`src/rtl/ps2_scan_sequencer_if.sv`:
```
// Bundle of PS/2 receiver-side and key-event signals between the receiver, the sequencer and the
// datapath.
interface ps2_scan_sequencer_if #(
  parameter int unsigned ERR_W = 8
);
  logic             en;
  logic [7:0]       code_in;
  logic             code_tick;
  logic             code_ok;
  logic             rx_en;
  logic [7:0]       key_code;
  logic             key_ext;
  logic             key_tick;
  logic             err_tick;
  logic [ERR_W-1:0] err_count;
  logic             held;

  modport master (
    output en, code_in, code_tick, code_ok,
    input  rx_en, key_code, key_ext, key_tick, err_tick, err_count, held
  );

  modport slave (
    input  en, code_in, code_tick, code_ok,
    output rx_en, key_code, key_ext, key_tick, err_tick, err_count, held
  );
endinterface

```
`src/rtl/ps2_scan_sequencer.sv`:
```
// Decodes Set-2 E0/F0 prefix sequences into single key-press events, filtering typematic
// repeats and receiver status bytes, and counting bad frames and prefix timeouts.
module ps2_scan_sequencer #(
  parameter int unsigned TIMEOUT_CYCLES = 2000000,
  parameter int unsigned ERR_W          = 8
) (
  input logic                clk,
  input logic                rst,
  ps2_scan_sequencer_if.slave bus
);

  localparam int unsigned TimerW = $clog2(TIMEOUT_CYCLES + 1);
  localparam logic [TimerW-1:0] TimerLast = TimerW'(TIMEOUT_CYCLES - 1);

  typedef enum logic [1:0] {StIdle, StPfxE0, StPfxF0, StPfxE0F0} state_e;

  state_e            state_q, state_d;
  logic [TimerW-1:0] timer_q;
  logic [8:0]        held_key_q;
  logic              held_q;
  logic              rx_en_q;
  logic [7:0]        key_code_q;
  logic              key_ext_q;
  logic              key_tick_q;
  logic              err_tick_q;
  logic [ERR_W-1:0]  err_count_q;

  logic accept, bad_frame, timeout;
  logic is_make, is_break, ev_ext;
  logic [8:0] key_id;
  logic repeat_key, break_match;

  assign accept    = bus.en && bus.code_tick && bus.code_ok;
  assign bad_frame = bus.en && bus.code_tick && !bus.code_ok;
  // A byte arriving on the expiry cycle wins over the timeout.
  assign timeout   = bus.en && !bus.code_tick && (state_q != StIdle) && (timer_q == TimerLast);

  always_comb begin
    state_d  = StIdle;
    is_make  = 1'b0;
    is_break = 1'b0;
    ev_ext   = 1'b0;
    unique case (state_q)
      StIdle: begin
        if (bus.code_in == 8'hE0) begin
          state_d = StPfxE0;
        end else if (bus.code_in == 8'hF0) begin
          state_d = StPfxF0;
        end else if (!(bus.code_in inside {8'hE1, 8'hAA, 8'hFA, 8'hFE, 8'hEE, 8'h00, 8'hFF})) begin
          is_make = 1'b1;
        end
      end
      StPfxE0: begin
        ev_ext = 1'b1;
        if (bus.code_in == 8'hF0) begin
          state_d = StPfxE0F0;
        end else if (!(bus.code_in inside {8'h12, 8'h59})) begin
          is_make = 1'b1;
        end
      end
      StPfxF0: is_break = 1'b1;
      StPfxE0F0: begin
        is_break = 1'b1;
        ev_ext   = 1'b1;
      end
      default: state_d = StIdle;
    endcase
  end

  assign key_id      = {ev_ext, bus.code_in};
  assign repeat_key  = held_q && (key_id == held_key_q);
  assign break_match = (key_id == held_key_q);

  always_ff @(posedge clk or negedge rst) begin
    if (!rst) begin
      state_q     <= StIdle;
      timer_q     <= '0;
      held_key_q  <= '0;
      held_q      <= 1'b0;
      rx_en_q     <= 1'b0;
      key_code_q  <= '0;
      key_ext_q   <= 1'b0;
      key_tick_q  <= 1'b0;
      err_tick_q  <= 1'b0;
      err_count_q <= '0;
    end else begin
      rx_en_q    <= bus.en;
      key_tick_q <= 1'b0;
      err_tick_q <= 1'b0;
      if (!bus.en) begin
        state_q <= StIdle;
        held_q  <= 1'b0;
        timer_q <= '0;
      end else if (bad_frame || timeout) begin
        state_q    <= StIdle;
        timer_q    <= '0;
        err_tick_q <= 1'b1;
        if (err_count_q != '1) begin
          err_count_q <= err_count_q + 1'b1;
        end
      end else if (accept) begin
        state_q <= state_d;
        timer_q <= '0;
        if (is_make && !repeat_key) begin
          key_code_q <= bus.code_in;
          key_ext_q  <= ev_ext;
          key_tick_q <= 1'b1;
          held_key_q <= key_id;
          held_q     <= 1'b1;
        end
        if (is_break && break_match) begin
          held_q <= 1'b0;
        end
      end else if (state_q == StIdle) begin
        timer_q <= '0;
      end else begin
        timer_q <= timer_q + 1'b1;
      end
    end
  end

  assign bus.rx_en     = rx_en_q;
  assign bus.key_code  = key_code_q;
  assign bus.key_ext   = key_ext_q;
  assign bus.key_tick  = key_tick_q;
  assign bus.err_tick  = err_tick_q;
  assign bus.err_count = err_count_q;
  assign bus.held      = held_q;

endmodule

```
`src/flat_wrapper.sv`:
```
// flat-port wrapper written by rule: the top's interface ports become plain ports
module ps2_scan_sequencer_flat 
#(
  parameter int unsigned TIMEOUT_CYCLES = 2000000,
  parameter int unsigned ERR_W          = 8
)
  (clk, rst, bus_en, bus_code_in, bus_code_tick, bus_code_ok, bus_rx_en, bus_key_code, bus_key_ext, bus_key_tick, bus_err_tick, bus_err_count, bus_held);
  ps2_scan_sequencer_if #(.ERR_W(ERR_W)) bus_i ();
  input logic clk;
  input logic rst;
  input wire logic [$bits(bus_i.en)-1:0] bus_en;
  input wire logic [$bits(bus_i.code_in)-1:0] bus_code_in;
  input wire logic [$bits(bus_i.code_tick)-1:0] bus_code_tick;
  input wire logic [$bits(bus_i.code_ok)-1:0] bus_code_ok;
  output wire logic [$bits(bus_i.rx_en)-1:0] bus_rx_en;
  output wire logic [$bits(bus_i.key_code)-1:0] bus_key_code;
  output wire logic [$bits(bus_i.key_ext)-1:0] bus_key_ext;
  output wire logic [$bits(bus_i.key_tick)-1:0] bus_key_tick;
  output wire logic [$bits(bus_i.err_tick)-1:0] bus_err_tick;
  output wire logic [$bits(bus_i.err_count)-1:0] bus_err_count;
  output wire logic [$bits(bus_i.held)-1:0] bus_held;
  assign bus_i.en = bus_en;
  assign bus_i.code_in = bus_code_in;
  assign bus_i.code_tick = bus_code_tick;
  assign bus_i.code_ok = bus_code_ok;
  assign bus_rx_en = bus_i.rx_en;
  assign bus_key_code = bus_i.key_code;
  assign bus_key_ext = bus_i.key_ext;
  assign bus_key_tick = bus_i.key_tick;
  assign bus_err_tick = bus_i.err_tick;
  assign bus_err_count = bus_i.err_count;
  assign bus_held = bus_i.held;
  ps2_scan_sequencer #(.TIMEOUT_CYCLES(TIMEOUT_CYCLES), .ERR_W(ERR_W)) u_core (.clk(clk), .rst(rst), .bus(bus_i));
endmodule
```
`config.mk`:
```
export PLATFORM = sky130hd
export DESIGN_NAME = ps2_scan_sequencer_flat
export DESIGN_NICKNAME = d
export VERILOG_FILES = /design/src/rtl/ps2_scan_sequencer_if.sv /design/src/rtl/ps2_scan_sequencer.sv /design/src/flat_wrapper.sv
export SDC_FILE = /design/constraint.sdc
export NUM_CORES = 1
export LEC_CHECK = 0
export CAP_MARGIN = 25
export CORE_ASPECT_RATIO = 1.2
export CORE_MARGIN = 1.5
export CORE_UTILIZATION = 49
export DETAILED_ROUTE_END_ITERATION = 10
export PLACE_DENSITY = 0.77
export SKIP_LAST_GASP = 1
export SLEW_MARGIN = 40
export SYNTH_ARGS = -nofsm -noshare
export SYNTH_HDL_FRONTEND = slang
export SYNTH_SLANG_ARGS = --single-unit
```
`constraint.sdc`:
```
create_clock -name clk -period 2 [get_ports clk]
set_input_delay 0.2 -clock clk [delete_from_list [all_inputs] [get_ports clk]]
set_output_delay 0.2 -clock clk [all_outputs]
set_load 0.02 [all_outputs]
```
==> flow_metrics.py, run 1 <==
metrics = {
    "run_status": {
        "outcome": "complete, no violations",
    },
    "clock_network": {
        "cts_root_buffer": "clkbuf_8",
        "cts_sinks": 44,
        "tritoncts": "yes",
        "cts_buffers": 5,
        "clk_latency_ns": 0.30,
        "path_clk_slew_ns": 0.09,
        "cts_buffer_depth": 2,
        "htree_levels": 2,
    },
    "sta": {
        "worst_slack_ns": 0.0811,
        "setup_violations": 0,
        "slew_headroom": 0.638,
        "fin_crit_ns": 1.92,
        "report.final.slew_viol_count": 0,
        "worst_slew_pin_slew_ns": 0.543,
        "rsz0062_at_grt": "no",
        "fmax_ghz": 0.521,
        "hold_violations": 0,
        "period_share": 0.959,
        "hold-worst-slack_ns": 0.284,
        "finalSetupTns_ns": 0,
        "fin_worst_skew_ns": 0.00741,
    },
    "run": {
        "maxCapViolations": 0,
    },
    "global_route": {
        "antenna_found_initial": 0,
        "grt_pass1_vias": 1763,
        "grt_max_degree": 45,
        "grt_pass1_wl_um": 7760,
        "grt_usage": 0.197,
        "overflow": 0,
    },
    "route": {
        "vias_per_cell": 5.17,
        "drc": 0,
        "routedWlPerCell_um": 13.0,
        "vias": 1733,
        "wl_um": 4340,
        "first_pass_iters": 4,
        "ant_nets": 0,
        "dr.first_iter.drc_count": 117,
    },
    "synth": {
        "syn_inst": 217,
        "ys_async_sr_fraction": 1.00,
        "synth.avg_cell_area_um2": 10.4,
        "synthFlopType": "dfrtp_1",
        "synth-edff-count": 0,
        "netlist_area_mm2": 0.00225,
        "synth.largest_area_cell": "dfrtp_1",
        "ys_ff_latch": 44,
        "yosys_warnings": 0,
        "synth.distinct_cells": 42,
        "ys_seq_area_frac": 0.489,
        "yosysMostFrequentCell": "dfrtp_1",
        "synth_area_leaders": "dfrtp_1 49%, xor2_1 7.4%, xnor2_1 6.2%, nor2_1 4.8%, mux2_2 4.5%",
        "synth_fp_nets": 232,
        "synth_top_cell_area_share": 0.489,
        "synthTopCellsByCount": "44 x dfrtp_1, 29 x nor2_1, 19 x xor2_1, 16 x xnor2_1",
    },
    "place": {
        "place.gp.congestion": 0.889,
        "port_buffers": 33,
        "dp_hpwl_um": 3130,
        "dp_slack_ns": -0.396,
        "dpl_cell_area_mm2": 0.00281,
    },
    "final_layout": {
        "layout-drive-gt1-share": 0.190,
        "syn_to_final_growth_pct": 32.1,
        "final_core_utilization": 0.687,
        "n_antenna_cell": 0,
        "nets": 293,
        "stdcell_area_mm2": 0.00297,
    },
    "power_and_ir_drop": {
        "clock_power_share": 0.291,
        "powerDensity_mw_per_mm2": 777,
        "p_leak_nw": 1.26,
        "netSwitchingFraction": 0.291,
        "pwr-share-seq": 0.469,
        "power_frac_comb": 0.240,
        "p_sw_w": 0.000671,
        "ir_drop_mv": 0.409,
        "p_int_w": 0.00164,
    },
    "worst_setup_path": {
        "worstSetupPathType": "in2reg",
        "worstPathRequired_ns": 2.19,
        "r2r-end": "u_core.bus.key_code[1]",
        "r2r_start": "u_core.bus.key_code[3]",
        "cp_max_fo": 8,
        "cp.arrival_ns": 2.11,
        "rr_worst_depth": 8,
        "reg2reg_slack_ns": 0.12,
        "start_kind": "primary input",
        "crit_path_end_kind": "flop",
        "cp-endpoint": "u_core.bus.key_code[1]",
        "worstSetupStartpoint": "bus_code_in[0]",
    },
    "floorplan": {
        "initial_utilization": 0.520,
        "die-area_mm2": 0.00501,
        "rows": 26,
        "die_w_um": 64.9,
        "fp.dieH_um": 77.2,
        "core_area_mm2": 0.00433,
        "io_pins": 34,
    },
    "min_path": {
        "hp-class": "in2reg",
    },
}
-- worst min-delay path by stage --
stage                     cells after the start  slack (ns)           start                      end
final                                         2        0.28  bus_code_in[2]   u_core.bus.key_code[2]
after CTS                                     2        0.40  bus_code_in[3]   u_core.bus.key_code[3]
after floorplan                               0        -0.1             rst  u_core.bus.err_count[0]
after detailed placement                      2        0.31             rst        u_core.timer_q[5]
after global placement                        2        0.31             rst        u_core.timer_q[4]
after global routing                          2        0.29  bus_code_in[7]     u_core.held_key_q[7]
-- stage by stage --
stage | cells | power (W)
after floorplan | 217 | 0.00136
after global placement | 324 | 0.00164
after detailed placement | 324 | 0.00165
after CTS | 335 | 0.00233
after global routing | 335 | 0.00244
final | 335 | 0.00231
-- placed cells by master, fill, tap and decap left out, types with 2 or more instances in the layout --
cell type,n
dfrtp_1,44
nor2_1,29
clkdlybuf4s50_1,27
buf_4,25
xor2_1,19
xnor2_1,16
nand2_1,14
nand3_1,14
nand4_1,10
mux2_2,9
and3_1,6
clkbuf_8,5
a21oi_1,4
inv_1,3
nor3_1,3
nor4b_1,3
nor2b_1,3
dlymetal6s2s_1,3
nor4_1,2
nand4b_1,2
nand2b_1,2
and2_1,2
a31oi_1,2
a22oi_1,2
ha_1,2
dlygate4sd2_1,2
buf_12,2
-- critical path, stage by stage --
cell and delay [ns]:
clkdlybuf4s50_1 0.52, or4_4 0.57, nand4b_1 0.13, a211oi_2 0.06, o21ai_4 0.17, buf_12 0.14
mux2_2 0.32
-- sequential cells by signal (all words and copies together), names as in the netlist, 2 cells and up --
signal and flops:
u_core.bus.key_code 7, u_core.timer_q 21, u_core.state_q 2, u_core.held_key_q 2
u_core.bus.err_count 8
-- cells by family (layout without fill, tap and decap cells) --
kind of cell,after synthesis,in the layout,share of synthesized area
AO/OA/AOI/OAI,18,18,0.0656
flip-flops,44,44,0.489
adder cells (fa/ha/maj),2,2,0.0111
AND/OR/NAND/NOR,99,99,0.231
buffers and inverters,10,72,0.0217
XOR/XNOR,35,35,0.136
multiplexers,9,9,0.0451
-- power by group through the flow --
| stage | clock, W | combinational (W) | sequential, W |
|---|---|---|---|
| floorplan | 0 | 0.000176 | 0.00119 |
| global placement | 0 | 0.000541 | 0.00110 |
| detailed placement | 0 | 0.000550 | 0.00110 |
| CTS | 0.000692 | 0.000558 | 0.00108 |
| global route | 0.000737 | 0.000597 | 0.00110 |
| finish | 0.000672 | 0.000554 | 0.00108 |
-- area by class of cell --
class / count / area, µm²
clock buffer: 5 / 68.8
clock inverter: 3 / 42.5
fill: 344 / 1360
inverter: 3 / 11.3
multi-input combinational: 163 / 1110
sequential: 44 / 1100
tap: 56 / 70.1
timing repair buffer: 61 / 568
-- metal layers --
metal	GRT usage	up-vias	part of all wire
li1	-	880	-
met1	0.249	811	0.46
met2	0.324	34	0.49
met3	0.0528	8	0.036
met4	0.0681	0	0.018
met5	0	-	0
-- what timing repair did --
| item | CTS | global route |
|---|---|---|
| hold buffers | 1 | 0 |
| resized for setup | 2 | 5 |
| buffers inserted | 2 | 0 |
| pin swaps | 1 | 1 |
| endpoints found under the hold margin | 44 | 0 |
| setup endpoints to repair | 8 | 8 |
(Power assumes the default switching activity.)
==> run 2, diff against run 1 <==
Settings changed: SKIP_CTS_REPAIR_TIMING from default to 1.
==> run 2 against run 1 <==
  * The flow now finishes with violations (hold timing)
  * Combinational power hardly changed
  * Utilization down 0.12 points
  * Power is 0.19% lower
  * Sequential power hardly changed
  * Critical path depth fell by 1
  * First-iteration DRC count shrank 6.0%
  * Flip-flop and latch count unchanged
  * Die area stayed put
  * Largest cell class unchanged
  * Largest power group unchanged
==> flow_metrics.py, run 2 (synthesis gave the netlist of run 1 again) <==
metrics = {
    "floorplan": {
        "die-area_mm2": 0.00501,
        "rows": 26,
        "io_pins": 34,
        "initial_utilization": 0.520,
        "fp.dieH_um": 77.2,
        "die_w_um": 64.9,
        "core_area_mm2": 0.00433,
    },
    "run_status": {
        "violations": "hold timing",
        "outcome": "finished, violations left",
    },
    "sta": {
        "setup_violations": 0,
        "report.final.slew_viol_count": 0,
        "fin_worst_skew_ns": 0.00683,
        "hold-worst-slack_ns": -0.0481,
        "fmax_ghz": 0.514,
        "period_share": 0.974,
        "rsz0062_at_grt": "yes",
        "worst_slew_pin_slew_ns": 0.540,
        "fin_crit_ns": 1.95,
        "worst_slack_ns": 0.0530,
        "hold_violations": 44,
        "slew_headroom": 0.640,
    },
    "worst_setup_path": {
        "worstPathRequired_ns": 2.19,
        "reg2reg_slack_ns": 0.14,
        "rr_worst_depth": 7,
        "cp_max_fo": 7,
        "crit_chain": "clkdlybuf4s50_1 > or4_4 > nand4b_1 > a211oi_2 > o21ai_4 > mux2_2",
        "r2r_start": "u_core.bus.key_code[3]",
        "worstSetupPathType": "in2reg",
        "start_kind": "primary input",
        "crit_path_end_kind": "flop",
        "r2r-end": "u_core.bus.key_code[4]",
        "crit_path_top_delay_cell": "or4_4",
        "cp.arrival_ns": 2.14,
        "slowest_delay_ns": 0.55,
    },
    "power_and_ir_drop": {
        "power_frac_comb": 0.240,
        "pwr-share-seq": 0.469,
        "ir_drop_mv": 0.399,
        "p_leak_nw": 1.26,
        "p_int_w": 0.00164,
        "netSwitchingFraction": 0.290,
        "clock_power_share": 0.291,
        "p_sw_w": 0.000669,
        "powerDensity_mw_per_mm2": 777,
    },
    "route": {
        "dr.first_iter.drc_count": 110,
        "routedWlPerCell_um": 13.1,
        "wl_um": 4380,
        "first_pass_iters": 4,
        "drc": 0,
        "vias_per_cell": 5.29,
        "ant_nets": 0,
        "vias": 1768,
    },
    "global_route": {
        "grt_pass1_vias": 1744,
        "overflow": 0,
        "antenna_found_initial": 0,
        "grt_usage": 0.195,
        "grt_pass1_wl_um": 7690,
        "grt_max_degree": 45,
    },
    "final_layout": {
        "largest_reg_flops": 21,
        "n_fill_cell": 347,
        "register_area_mm2": 0.00110,
        "multi_input_area_mm2": 0.00113,
        "final_common_cell": "dfrtp_1",
        "final_cell_mix": "44 x dfrtp_1, 29 x nor2_1, 27 x clkdlybuf4s50_1",
        "regMostFlops": "u_core.timer_q",
        "stdcell_area_mm2": 0.00297,
        "syn_to_final_growth_pct": 31.9,
        "layout-drive-gt1-share": 0.198,
        "nets": 292,
        "n_antenna_cell": 0,
    },
    "clock_network": {
        "path_clk_slew_ns": 0.08,
        "clk_latency_ns": 0.30,
        "cts_sinks": 44,
        "tritoncts": "yes",
        "cts_root_buffer": "clkbuf_8",
        "cts_buffer_depth": 2,
        "cts_buffers": 5,
        "htree_levels": 2,
    },
    "place": {
        "place.gp.congestion": 0.889,
        "dp_slack_ns": -0.396,
        "port_buffers": 33,
        "dpl_cell_area_mm2": 0.00281,
        "dp_hpwl_um": 3130,
    },
    "run": {
        "maxCapViolations": 0,
    },
    "min_path": {
        "hp-class": "in2async",
    },
}
## run 2: cell type report
class / instances / area share
clock buffers: 5 / 0.0232
clock inverters: 3 / 0.0143
inverters: 3 / 0.00380
multi-input cells: 164 / 0.380
flip-flops and latches: 44 / 0.371
well taps: 56 / 0.0236
repair buffers: 59 / 0.184
## run 2: power by group through the flow
stage,Sequential (W),Clock [W],Combinational [W]
after global placement,0.00110,0,0.000541
after detailed placement,0.00110,0,0.000550
final,0.00108,0.000671,0.000552
after CTS,0.00108,0.000692,0.000552
after floorplan,0.00119,0,0.000176
after global routing,0.00110,0.000738,0.000594
## run 2: how the worst max path moves through the flow
stage               slack [ns]  depth (start not counted)         startpoint                       to
finish                    0.05                          6     bus_code_in[4]   u_core.bus.key_code[4]
global route           -0.0001                          6     bus_code_in[4]   u_core.bus.key_code[6]
CTS                      -0.07                          7     bus_code_in[3]   u_core.bus.key_code[4]
detailed placement       -0.40                          7     bus_code_in[3]   u_core.bus.key_code[4]
global placement         -0.35                          7     bus_code_in[1]   u_core.bus.key_code[2]
floorplan                 0.15                          5  u_core.timer_q[0]  u_core.bus.err_count[1]
## run 2: through the flow
stage                     total power (W)  utilization  cells  setup TNS, ns
after floorplan                   0.00136            -    217              0
after global placement            0.00164        0.649    324          -3.17
after detailed placement          0.00165        0.649    324          -3.63
after CTS                         0.00233        0.675    332         -0.560
after global routing              0.00244        0.686    334      -0.000110
final                             0.00231        0.686    334              0
## run 2: layer usage
| metal | wire (µm) | part of all wire | up-vias | track usage |
|---|---|---|---|---|
| li1 | - | - | 881 | - |
| met1 | 2040 | 0.47 | 839 | 0.248 |
| met2 | 2090 | 0.48 | 38 | 0.318 |
| met3 | 148 | 0.034 | 10 | 0.0528 |
| met4 | 101 | 0.023 | 0 | 0.0681 |
| met5 | 0 | 0 | - | 0 |
## run 2: critical path: cells and delay by family
| kind | cells | cell delay, ns |
|---|---|---|
| simple gates | 2 | 0.68 |
| buf+inv | 1 | 0.54 |
| mux | 1 | 0.37 |
| compound gates | 2 | 0.36 |
